`config.mk`:
```
export PLATFORM = sky130hd
export DESIGN_NAME = key_event_decoder
export DESIGN_NICKNAME = d
export VERILOG_FILES = /design/src/rtl/key_event_decoder_pkg.sv /design/src/rtl/key_event_decoder_event_timer.sv /design/src/rtl/key_event_decoder.sv
export SDC_FILE = /design/constraint.sdc
export NUM_CORES = 1
export LEC_CHECK = 0
export CAP_MARGIN = 25
export CORE_UTILIZATION = 45
export DETAILED_ROUTE_END_ITERATION = 8
export MAX_ROUTING_LAYER = met4
export SLEW_MARGIN = 20
export SYNTH_ARGS = -nofsm -noshare
export SYNTH_HDL_FRONTEND = slang
export SYNTH_HIERARCHICAL = 1
export SYNTH_SLANG_ARGS = --single-unit
```
`constraint.sdc`:
```
create_clock -name clk -period 8.8 [get_ports clk]
set_input_delay 0.88 -clock clk [delete_from_list [all_inputs] [get_ports clk]]
set_output_delay 0.88 -clock clk [all_outputs]
set_load 0.05 [all_outputs]
```
`src/rtl/key_event_decoder_pkg.sv`:
```
// Shared definitions for the button front end: event FSM state encodings and
// helpers that turn millisecond settings into clock-cycle counts.

package key_event_decoder_pkg;

  // Event classifier states.
  typedef enum logic [2:0] {
    IDLE   = 3'd0,
    PRESS1 = 3'd1,
    WAIT2  = 3'd2,
    PRESS2 = 3'd3,
    LONG   = 3'd4
  } key_state_t;

  // Converts a duration in milliseconds to a number of clock cycles. The
  // divide happens first so that large clock frequencies do not overflow.
  function automatic int unsigned ms_to_cycles(input int unsigned clk_freq,
                                               input int unsigned ms);
    return clk_freq / 1000 * ms;
  endfunction

  // Largest of three cycle counts, used to size a shared timer.
  function automatic int unsigned max_of3(input int unsigned a,
                                          input int unsigned b,
                                          input int unsigned c);
    int unsigned m;
    m = a;
    if (b > m) m = b;
    if (c > m) m = c;
    return m;
  endfunction

  // Counter width able to hold every value below max_value; never narrower
  // than one bit so degenerate settings still elaborate.
  function automatic int unsigned counter_width(input int unsigned max_value);
    if (max_value <= 1) return 1;
    return $clog2(max_value);
  endfunction

endpackage

```
`src/rtl/key_event_decoder_event_timer.sv`:
```
// Clearable up-counter with a compare against a caller-supplied terminal
// value. The event FSM reloads the terminal every state, so one counter
// serves the long-press, repeat and double-click windows.

module event_timer #(
  parameter int unsigned WIDTH = 4
) (
  input  logic             clk,
  input  logic             rstn,
  input  logic             clear,
  input  logic             enable,
  input  logic [WIDTH-1:0] terminal,
  output logic             at_terminal
);

  logic [WIDTH-1:0] count;

  // Count up while enabled; clear wins over counting so the first cycle of a
  // new window always starts from zero.
  always_ff @(posedge clk or negedge rstn) begin
    if (!rstn) begin
      count <= '0;
    end else if (clear) begin
      count <= '0;
    end else if (enable) begin
      count <= count + 1'b1;
    end
  end

  assign at_terminal = (count == terminal);

endmodule

```
`src/rtl/key_event_decoder.sv`:
```
// Classifies debounced button activity into single-click, double-click,
// long-press and auto-repeat strobes for the mode/setting controller.
// All outputs are registered; each strobe lasts exactly one cycle.

module key_event_decoder
  import key_event_decoder_pkg::*;
#(
  parameter int unsigned CLK_FREQ   = 50_000_000,
  parameter int unsigned DBL_WIN_MS = 300,
  parameter int unsigned LONG_MS    = 1000,
  parameter int unsigned REPEAT_MS  = 200
) (
  input  logic clk,
  input  logic rstn,
  input  logic key_pulse_n,
  input  logic key_hold_n,
  output logic single_click,
  output logic double_click,
  output logic long_press,
  output logic repeat_tick,
  output logic busy
);

  localparam int unsigned DBL_CYC  = ms_to_cycles(CLK_FREQ, DBL_WIN_MS);
  localparam int unsigned LONG_CYC = ms_to_cycles(CLK_FREQ, LONG_MS);
  localparam int unsigned REP_CYC  = ms_to_cycles(CLK_FREQ, REPEAT_MS);
  localparam int unsigned MAX_CYC  = max_of3(DBL_CYC, LONG_CYC, REP_CYC);
  localparam int unsigned TIMER_W  = counter_width(MAX_CYC);

  // The timer is compared against "window length minus one": the cycle that
  // samples this value is the last cycle of the window.
  localparam logic [TIMER_W-1:0] DBL_TERM  = TIMER_W'(DBL_CYC - 1);
  localparam logic [TIMER_W-1:0] LONG_TERM = TIMER_W'(LONG_CYC - 1);
  localparam logic [TIMER_W-1:0] REP_TERM  = TIMER_W'(REP_CYC - 1);

  key_state_t         state;
  logic [TIMER_W-1:0] timer_terminal;
  logic               timer_clear;
  logic               timer_enable;
  logic               timer_done;

  assign timer_enable = (state != IDLE);

  // Pick the window that the current state is timing.
  always_comb begin
    timer_terminal = '0;
    case (state)
      PRESS1:  timer_terminal = LONG_TERM;
      LONG:    timer_terminal = REP_TERM;
      WAIT2:   timer_terminal = DBL_TERM;
      default: timer_terminal = '0;
    endcase
  end

  // Restart the timer on every state change and on each repeat tick. In IDLE
  // the timer is held at zero, which also covers the transition out of IDLE.
  always_comb begin
    timer_clear = 1'b0;
    case (state)
      IDLE:    timer_clear = 1'b1;
      PRESS1:  timer_clear = key_hold_n | timer_done;
      LONG:    timer_clear = key_hold_n | timer_done;
      WAIT2:   timer_clear = ~key_pulse_n | timer_done;
      PRESS2:  timer_clear = key_hold_n;
      default: timer_clear = 1'b1;
    endcase
  end

  event_timer #(
    .WIDTH(TIMER_W)
  ) u_event_timer (
    .clk        (clk),
    .rstn       (rstn),
    .clear      (timer_clear),
    .enable     (timer_enable),
    .terminal   (timer_terminal),
    .at_terminal(timer_done)
  );

  // Event FSM with registered strobes and busy flag. Strobes default low so
  // each one is a single-cycle pulse, and only one branch can raise one.
  always_ff @(posedge clk or negedge rstn) begin
    if (!rstn) begin
      state        <= IDLE;
      single_click <= 1'b0;
      double_click <= 1'b0;
      long_press   <= 1'b0;
      repeat_tick  <= 1'b0;
      busy         <= 1'b0;
    end else begin
      single_click <= 1'b0;
      double_click <= 1'b0;
      long_press   <= 1'b0;
      repeat_tick  <= 1'b0;

      case (state)
        // A held level with no press strobe is not a new press.
        IDLE: begin
          busy <= 1'b0;
          if (!key_pulse_n) begin
            state <= PRESS1;
            busy  <= 1'b1;
          end
        end

        // Release takes precedence over the long-press timeout.
        PRESS1: begin
          busy <= 1'b1;
          if (key_hold_n) begin
            state <= WAIT2;
          end else if (timer_done) begin
            state      <= LONG;
            long_press <= 1'b1;
          end
        end

        // Release ends the long press silently, even on a repeat boundary.
        LONG: begin
          busy <= 1'b1;
          if (key_hold_n) begin
            state <= IDLE;
            busy  <= 1'b0;
          end else if (timer_done) begin
            repeat_tick <= 1'b1;
          end
        end

        // A second press on the last cycle of the window still counts.
        WAIT2: begin
          busy <= 1'b1;
          if (!key_pulse_n) begin
            state        <= PRESS2;
            double_click <= 1'b1;
          end else if (timer_done) begin
            state        <= IDLE;
            single_click <= 1'b1;
            busy         <= 1'b0;
          end
        end

        // The second press never turns into a long press.
        PRESS2: begin
          busy <= 1'b1;
          if (key_hold_n) begin
            state <= IDLE;
            busy  <= 1'b0;
          end
        end

        default: begin
          state <= IDLE;
          busy  <= 1'b0;
        end
      endcase
    end
  end

endmodule

```
==> results of run 1 <==
## layout by cell type (no fill, tap or decap), types with 6 or more instances in the layout
| cell | instances |
|---|---|
| xor2_1 | 17 |
| nor2b_1 | 6 |
| nor4_1 | 8 |
| nand2_1 | 8 |
| clkbuf_8 | 8 |
| a21oi_1 | 15 |
| o21ai_0 | 11 |
| inv_1 | 6 |
| xnor2_1 | 21 |
| clkdlybuf4s50_1 | 8 |
| or3_1 | 7 |
| nor2_1 | 21 |
| nand3_1 | 10 |
| dfrtp_1 | 34 |
## routing by layer
layer  up-vias  wire length [um]
met3         6               105
met4         0                59
met2        18              2000
met5         -                 0
met1       760              2150
li1        807                 -
## Yosys cell counts, types with 2 or more instances
cell	instances
clkbuf_2	2
or3_4	2
nor3_1	2
a21oi_1	15
o21ai_0	11
nand4_1	5
dfrtp_1	34
and4_1	3
and3b_1	2
nand2b_1	3
xnor2_1	21
buf_2	5
buf_1	2
o31ai_1	5
nand2_1	8
nor2b_1	6
nand3_1	10
inv_1	6
buf_6	2
or4_1	5
o21ai_1	3
nor4_1	9
xor2_1	17
or3_1	7
or3_2	2
and3_1	3
nor2_1	21
## state kept, by name, indices dropped and copies added (netlist names)
signal	flops
u_event_timer/count	26
state	3
busy	1
double_click	1
long_press	1
repeat_tick	1
single_click	1
## path summary, 6_finish.rpt
path	from	end	slack (ns)	cells after the start
max in group asynchronous	rstn	u_event_timer/count[10]$_DFFE_PN0P_	7.49	2
min in group asynchronous	rstn	u_event_timer/count[17]$_DFFE_PN0P_	1.00	2
worst max-delay path	state[1]$_DFFE_PN0P_	u_event_timer/count[23]$_DFFE_PN0P_	3.93	12
worst max register to register	state[1]$_DFFE_PN0P_	u_event_timer/count[23]$_DFFE_PN0P_	3.93	12
worst min register to register	u_event_timer/count[23]$_DFFE_PN0P_	u_event_timer/count[23]$_DFFE_PN0P_	0.61	2
worst min-delay path	u_event_timer/count[23]$_DFFE_PN0P_	u_event_timer/count[23]$_DFFE_PN0P_	0.61	2
## where the power goes
group	internal, mW	switching, mW
Clock	0.0790	0.0581
Sequential	0.164	0.0138
Combinational	0.0484	0.0695
Total	0.291	0.141
## worst max-delay path: cells and delay by family, from the launching register on
| family | cells | cell delay (ns) |
|---|---|---|
| xor+xnor | 2 | 0.30 |
| simple gates | 6 | 2.16 |
| compound gates | 4 | 1.72 |
| flops | 1 | 0.61 |
## final cells by class
class | count | area, sq um
fillers | 420 | 2090
clock buffers | 8 | 110
well taps | 52 | 65.1
inverters | 6 | 22.5
repair buffers | 10 | 95.1
multi-input cells | 177 | 1180
flip-flops and latches | 34 | 851
## cells by family (layout without fill, tap and decap cells)
logic type      after synthesis  count (layout)
mux                           2               2
fa+ha+maj                     1               1
buf+inv                      17              24
xor+xnor                     38              38
other cells                   1               3
compound gates               39              39
flops                        34              34
simple gates                 94              94
==> impl_results.md, run 1 <==
* Status: complete, no violations
* Gr usage total at about a fifth
* Class of the worst hold path: reg -> reg
* Met1 usage at 24.7%
* Max Clk Rate at approximately 210 MHz
* Layout area overhead at 10.8%
* Post-route cell area at between 2000 and 2500 sq um
* Worst-path clk slew at 0.07 ns
* Number of synthesized flops with an enable pin at 0
* CTS Buffer Depth at 2
* Fin crit share at 55.3%
* Crit path largest cell delay at approximately 0.75 ns
* Simple-gate share of the synthesized area at between 20 and 30%
* Max Slew Vio Count at 0
* # DRC at 0
* Syn Inst Count at ~230
* Final worst setup slack at between 3 and 4 ns
* Setup_tns at 0 ns
* Clock root buffer: clkbuf_8
* Tot Pwr at approximately 0.43 mW
* Vias in the first global route at between 1500 and 2000
* WL final at between 4000 and 5000 um
* Hold Vio Cnt, Final at 0
* Most frequent CP cell: nor4_1
* First-pass GRT wire length at ~7300 um
* Starting density of the core at 47.6%
* Port bufs at 8
* Die Y at approximately 70 um
* Post-Synth Adder-Cell Area at less than 1%
* Share of layout cells above drive strength 1 at roughly 8.5%
* WL/cell at approximately 15 um
* Core area at approximately 4400 sq um
* Clk sinks at 34
* Final core occ at a little over half
* Post-CTS Resized at 0
* Power per Cell Area at ~190 nW/um^2
* Post-route minimum period at a little under 5 ns
* Post-DRT Antenna Nets at 0
* CTS tree: done
* Diodes inserted at 0
* Synthesized area per cell at roughly 9.3 sq um
* Post-Place Worst Slack at 3.65 ns
* GR peak layer: met2
* Worst-Margin Slew at approximately 0.94 ns
* Setup crit start kind: flip-flop
* Critical Path, Cell by Cell: xnor2_1 -> o22ai_1 -> xor2_1 -> nor4_1 -> nand3_1 -> nor4_2 -> nor4_1 -> a211oi_4 -> o211ai_1 -> or3_4 -> or4_1 -> a21oi_1
* Global routing met3 resource utilization at 3.90%
* Maxcap violations at 0
* Synth Warn # at 6
* Post-Syn Area at about 2100 sq um
* #FFs+latches synth at 34
* Static Leakage at about 0.92 nW
* Synth Area in Compound Gates at 10.7%
* RD Place Congestion at about 0.84
* Final setup violation count at 0
* Crit. End Element: flip-flop
* Share of the synthesized area in the top cell type at between 40% and 50%
* Drt initial violations at 93
* Worst slew margin at 37.4%
* Non-filler cells, final at 287
* Area after DPL at roughly 2200 sq um
* Placed Cells at approximately 280
* Vias per cell at approximately 5.5
* Synth cell types at 42
* Die Area at around 5000 sq um
* Mux cell area share after synthesis at 1.01%
* Hold slack at about 0.6 ns
* Largest family of logic cells by synthesized area: simple AND/OR/NAND/NOR gates
* Clk_lat worst skew at ~0.29 ns
* DR vias at roughly 1600
* Drt pass-1 iters at 4
* Die width at 70.3 um
* Critical path required time at between 9 and 10 ns
* Post-CTS Repair Setup Buffers at 0
* Hold_buf cts at 0
* Clk_skew at ~0.0095 ns
* Crit path max fanout at 16
* Max IR drop VDD at ~0.00011 V
* Synth area leaders: dfrtp_1 (41%), xnor2_1 (8.8%), xor2_1 (7.1%)
* CTS buffer count at 5
* Synth Area in XOR/XNOR at between 15 and 20%
* RSZ-0062 raised after global routing: false
* Overflow after GRT at 0
* Largest area contributor in the netlist: dfrtp_1
* Met2 Usage GRT at 30.9%
* Num rows at 24
* Worst Path Arrival at between 5 and 6 ns
* # IOs at 9
* Asr flop ratio synth at 100%
* Largest net degree at the start of global routing at 35
* Antenna violations before repair at 0
* Top FF cell, synth: dfrtp_1
* Detailed placement HPWL at around 3000 um
* NumNets Final at about 240
* CP max-delay cell: o22ai_1
* WS Path Type: reg -> reg
* Sequential share of the synthesized area at roughly two fifths
* H-tree Lvls at 2
(Power assumes the default switching activity.)
==> run 2: changes to the inputs <==
==> constraint.sdc (replaced) <==
create_clock -name clk -period 4.2 [get_ports clk]
set_input_delay 0.42 -clock clk [delete_from_list [all_inputs] [get_ports clk]]
set_output_delay 0.42 -clock clk [all_outputs]
set_load 0.05 [all_outputs]
==> run 2 against run 1 <==
Net effect: clock power grew 62%; critical endpoint is now u_event_timer/count[24]$_DFFE_PN0P_; sequential cell count stayed put; clock skew down 0.0041 ns; critical path type unchanged; routed wire length shrank 3.3%.
==> impl_results.md, run 2 (synthesis results as in run 1) <==
* Clock root buffer: clkbuf_8 (unchanged)
* Most frequent CP cell: nor2_1 (was nor4_1)
* CTS Buffer Depth at 2 (unchanged)
* Max FFs per register at 26 (unchanged)
* H-tree Lvls at 2 (unchanged)
* Overflow after GRT at 0 (unchanged)
* Hold Vio Cnt, Final at 0 (unchanged)
* Clk sinks at 34 (unchanged)
* Clk_skew at 0.00534 ns (was 0.00946 ns)
* Post-route minimum period at 3.82 ns (was 4.87 ns)
* Fillers at 406 (was 420)
* Maxcap violations at 0 (unchanged)
* Final core occ at 53.1% (was 52.7%)
* Core area at 4410 sq um (unchanged)
* DR vias at 1605 (was 1591)
* Port bufs at 8 (unchanged)
* WL/cell at 14.3 um (was 15.0 um)
* Setup_tns at 0 ns (unchanged)
* Die Area at 4940 sq um (unchanged)
* First-pass GRT wire length at 7410 um (was 7310 um)
* Crit path max-delay family: simple AND/OR/NAND/NOR gates (unchanged)
* CP max-delay cell: or4_1 (was o22ai_1)
* Crit. End Element: flip-flop (unchanged)
* Post-CTS Repair Setup Buffers at 0 (unchanged)
* Antenna violations before repair at 0 (unchanged)
* # DRC at 0 (unchanged)
* Hold_buf cts at 0 (unchanged)
* Status: complete, no violations (unchanged)
* Setup crit start kind: flip-flop (unchanged)
* Gr usage total at 19.5% (about the same)
* WS Path Type: reg -> reg (unchanged)
* Max Slew Vio Count at 0 (unchanged)
* Critical path required time at 4.41 ns (was 9.02 ns)
* Crit path largest cell delay at 0.51 ns (was 0.75 ns)
* Net Sw Power at 0.286 mW (was 0.141 mW)
* Worst-Margin Slew at 0.506 ns (was 0.939 ns)
* Post-DRT Antenna Nets at 0 (unchanged)
* Detailed placement HPWL at 3000 um (was 3060 um)
* Die Y at 70.3 um (unchanged)
* Class of the worst hold path: in -> async (was reg -> reg)
* NumNets Final at 245 (was 239)
* Clock share of power at 25.7% (was 31.7%)
* R2R Path Start: state[0]$_DFFE_PN0P_ (was state[1]$_DFFE_PN0P_)
* Static Leakage at 0.935 nW (was 0.924 nW)
* Clk_lat worst skew at 0.28 ns (was 0.29 ns)
* Starting density of the core at 47.6% (unchanged)
* Most frequent cells in the layout: dfrtp_1 (34), nor2_1 (21), xnor2_1 (21) (unchanged)
* Drt initial violations at 113 (was 93)
* Diodes inserted at 0 (unchanged)
* # IOs at 9 (unchanged)
* WL final at 4170 um (was 4310 um)
* Drt pass-1 iters at 4 (unchanged)
* Worst-path clk slew at 0.07 ns (about the same)
* Pint at 0.578 mW (was 0.291 mW)
* R2R cell count at 13 (was 12)
* Max Clk Rate at 262 MHz (was 206 MHz)
* Leading cell type in the layout, fill and taps excluded: dfrtp_1 (unchanged)
* CTS buffer count at 5 (unchanged)
* Die width at 70.3 um (unchanged)
* Critical Path, Cell by Cell: xnor2_1 -> nor2_1 -> xor2_1 -> nor4_1 -> nand3_1 -> nor4_2 -> nor2_1 -> o21a_1 -> a211oi_4 -> o21ai_1 -> or3_4 -> or4_1 -> a21oi_1 (was xnor2_1 -> o22ai_1 -> xor2_1 -> nor4_1 -> nand3_1 -> nor4_2 -> nor4_1 -> a211oi_4 -> o211ai_1 -> or3_4 -> or4_1 -> a21oi_1)
* Worst Path Arrival at 4.03 ns (was 5.08 ns)
* Post-CTS Resized at 0 (unchanged)
* Crit path max fanout at 13 (was 16)
* Critical Path Source: state[0]$_DFFE_PN0P_ (was state[1]$_DFFE_PN0P_)
* Largest regs: u_event_timer/count (26), state (3) (unchanged)
* Max IR drop VDD at 0.000250 V (was 0.000111 V)
* RR Endpoint: u_event_timer/count[24]$_DFFE_PN0P_ (was u_event_timer/count[23]$_DFFE_PN0P_)
* Layout area overhead at 11.6% (was 10.8%)
* Largest net degree at the start of global routing at 35 (unchanged)
* Reg with most FFs: u_event_timer/count (unchanged)
* RSZ-0062 raised after global routing: false (unchanged)
* RD Place Congestion at 0.872 (was 0.843)
* Worst slew margin at 66.1% (was 37.4%)
* Combinational Power Share at 32.0% (was 27.3%)
* Fin crit share at 91.0% (was 55.3%)
* CTS tree: done (unchanged)
* Flop pwr share at 42.4% (was 41.0%)
* Buf/Inv on CP at 0 (unchanged)
* Vias in the first global route at 1539 (was 1566)
* Share of layout cells above drive strength 1 at 10.0% (was 8.51%)
* Vias per cell at 5.50 (was 5.54)
* Worst R2R Setup Slack at 0.38 ns (was 3.93 ns)
* Final setup violation count at 0 (unchanged)
* Power per Cell Area at 369 nW/um^2 (was 186 nW/um^2)
* Switch share at 33.1% (was 32.7%)
* Num rows at 24 (unchanged)
-- run 2: cell type report --
class / count / area (sq um) / area share, %
clock buffers: 7 / 76.3 / 3.26
multi-input cells: 177 / 1190 / 50.7
inverters: 6 / 22.5 / 0.961
flip-flops and latches: 34 / 851 / 36.3
well taps: 52 / 65.1 / 2.78
repair buffers: 16 / 140 / 5.98
-- run 2: routing by layer --
metal / vias up / share of wire (%) / global-route usage, %
li1: 816 / - / -
met1: 762 / 51 / 26.9
met2: 22 / 45 / 28.6
met3: 5 / 3.1 / 3.90
met4: 0 / 1.1 / 6.67
met5: - / 0 / -
-- run 2: how the worst max path moves through the flow --
| stage | endpoint | slack (ns) | cells after the start |
|---|---|---|---|
| floorplan | u_event_timer/count[24]$_DFFE_PN0P_ | 0.16 | 14 |
| global placement | u_event_timer/count[24]$_DFFE_PN0P_ | 0.31 | 12 |
| detailed placement | u_event_timer/count[24]$_DFFE_PN0P_ | 0.32 | 12 |
| CTS | u_event_timer/count[24]$_DFFE_PN0P_ | 0.30 | 12 |
| global route | u_event_timer/count[22]$_DFFE_PN0P_ | 0.08 | 13 |
| finish | u_event_timer/count[24]$_DFFE_PN0P_ | 0.38 | 13 |
-- run 2: power groups by stage --
| stage | clock network (mW) | logic (mW) | registers [mW] |
|---|---|---|---|
| CTS | 0.230 | 0.276 | 0.366 |
| detailed placement | 0 | 0.274 | 0.372 |
| global placement | 0 | 0.279 | 0.373 |
| global route | 0.244 | 0.303 | 0.369 |
| finish | 0.222 | 0.276 | 0.366 |
| floorplan | 0 | 0.195 | 0.374 |
-- run 2: through the flow --
step	power (mW)	instances	cell area (sq um)	setup slack [ns]	hold slack (ns)
global route	0.916	292	2340	0.0776	0.596
finish	0.864	292	2340	0.378	0.534
floorplan	0.569	228	2110	0.156	0.124
CTS	0.873	292	2340	0.295	0.549
global placement	0.651	285	2260	0.309	0.580
detailed placement	0.647	285	2260	0.318	0.586
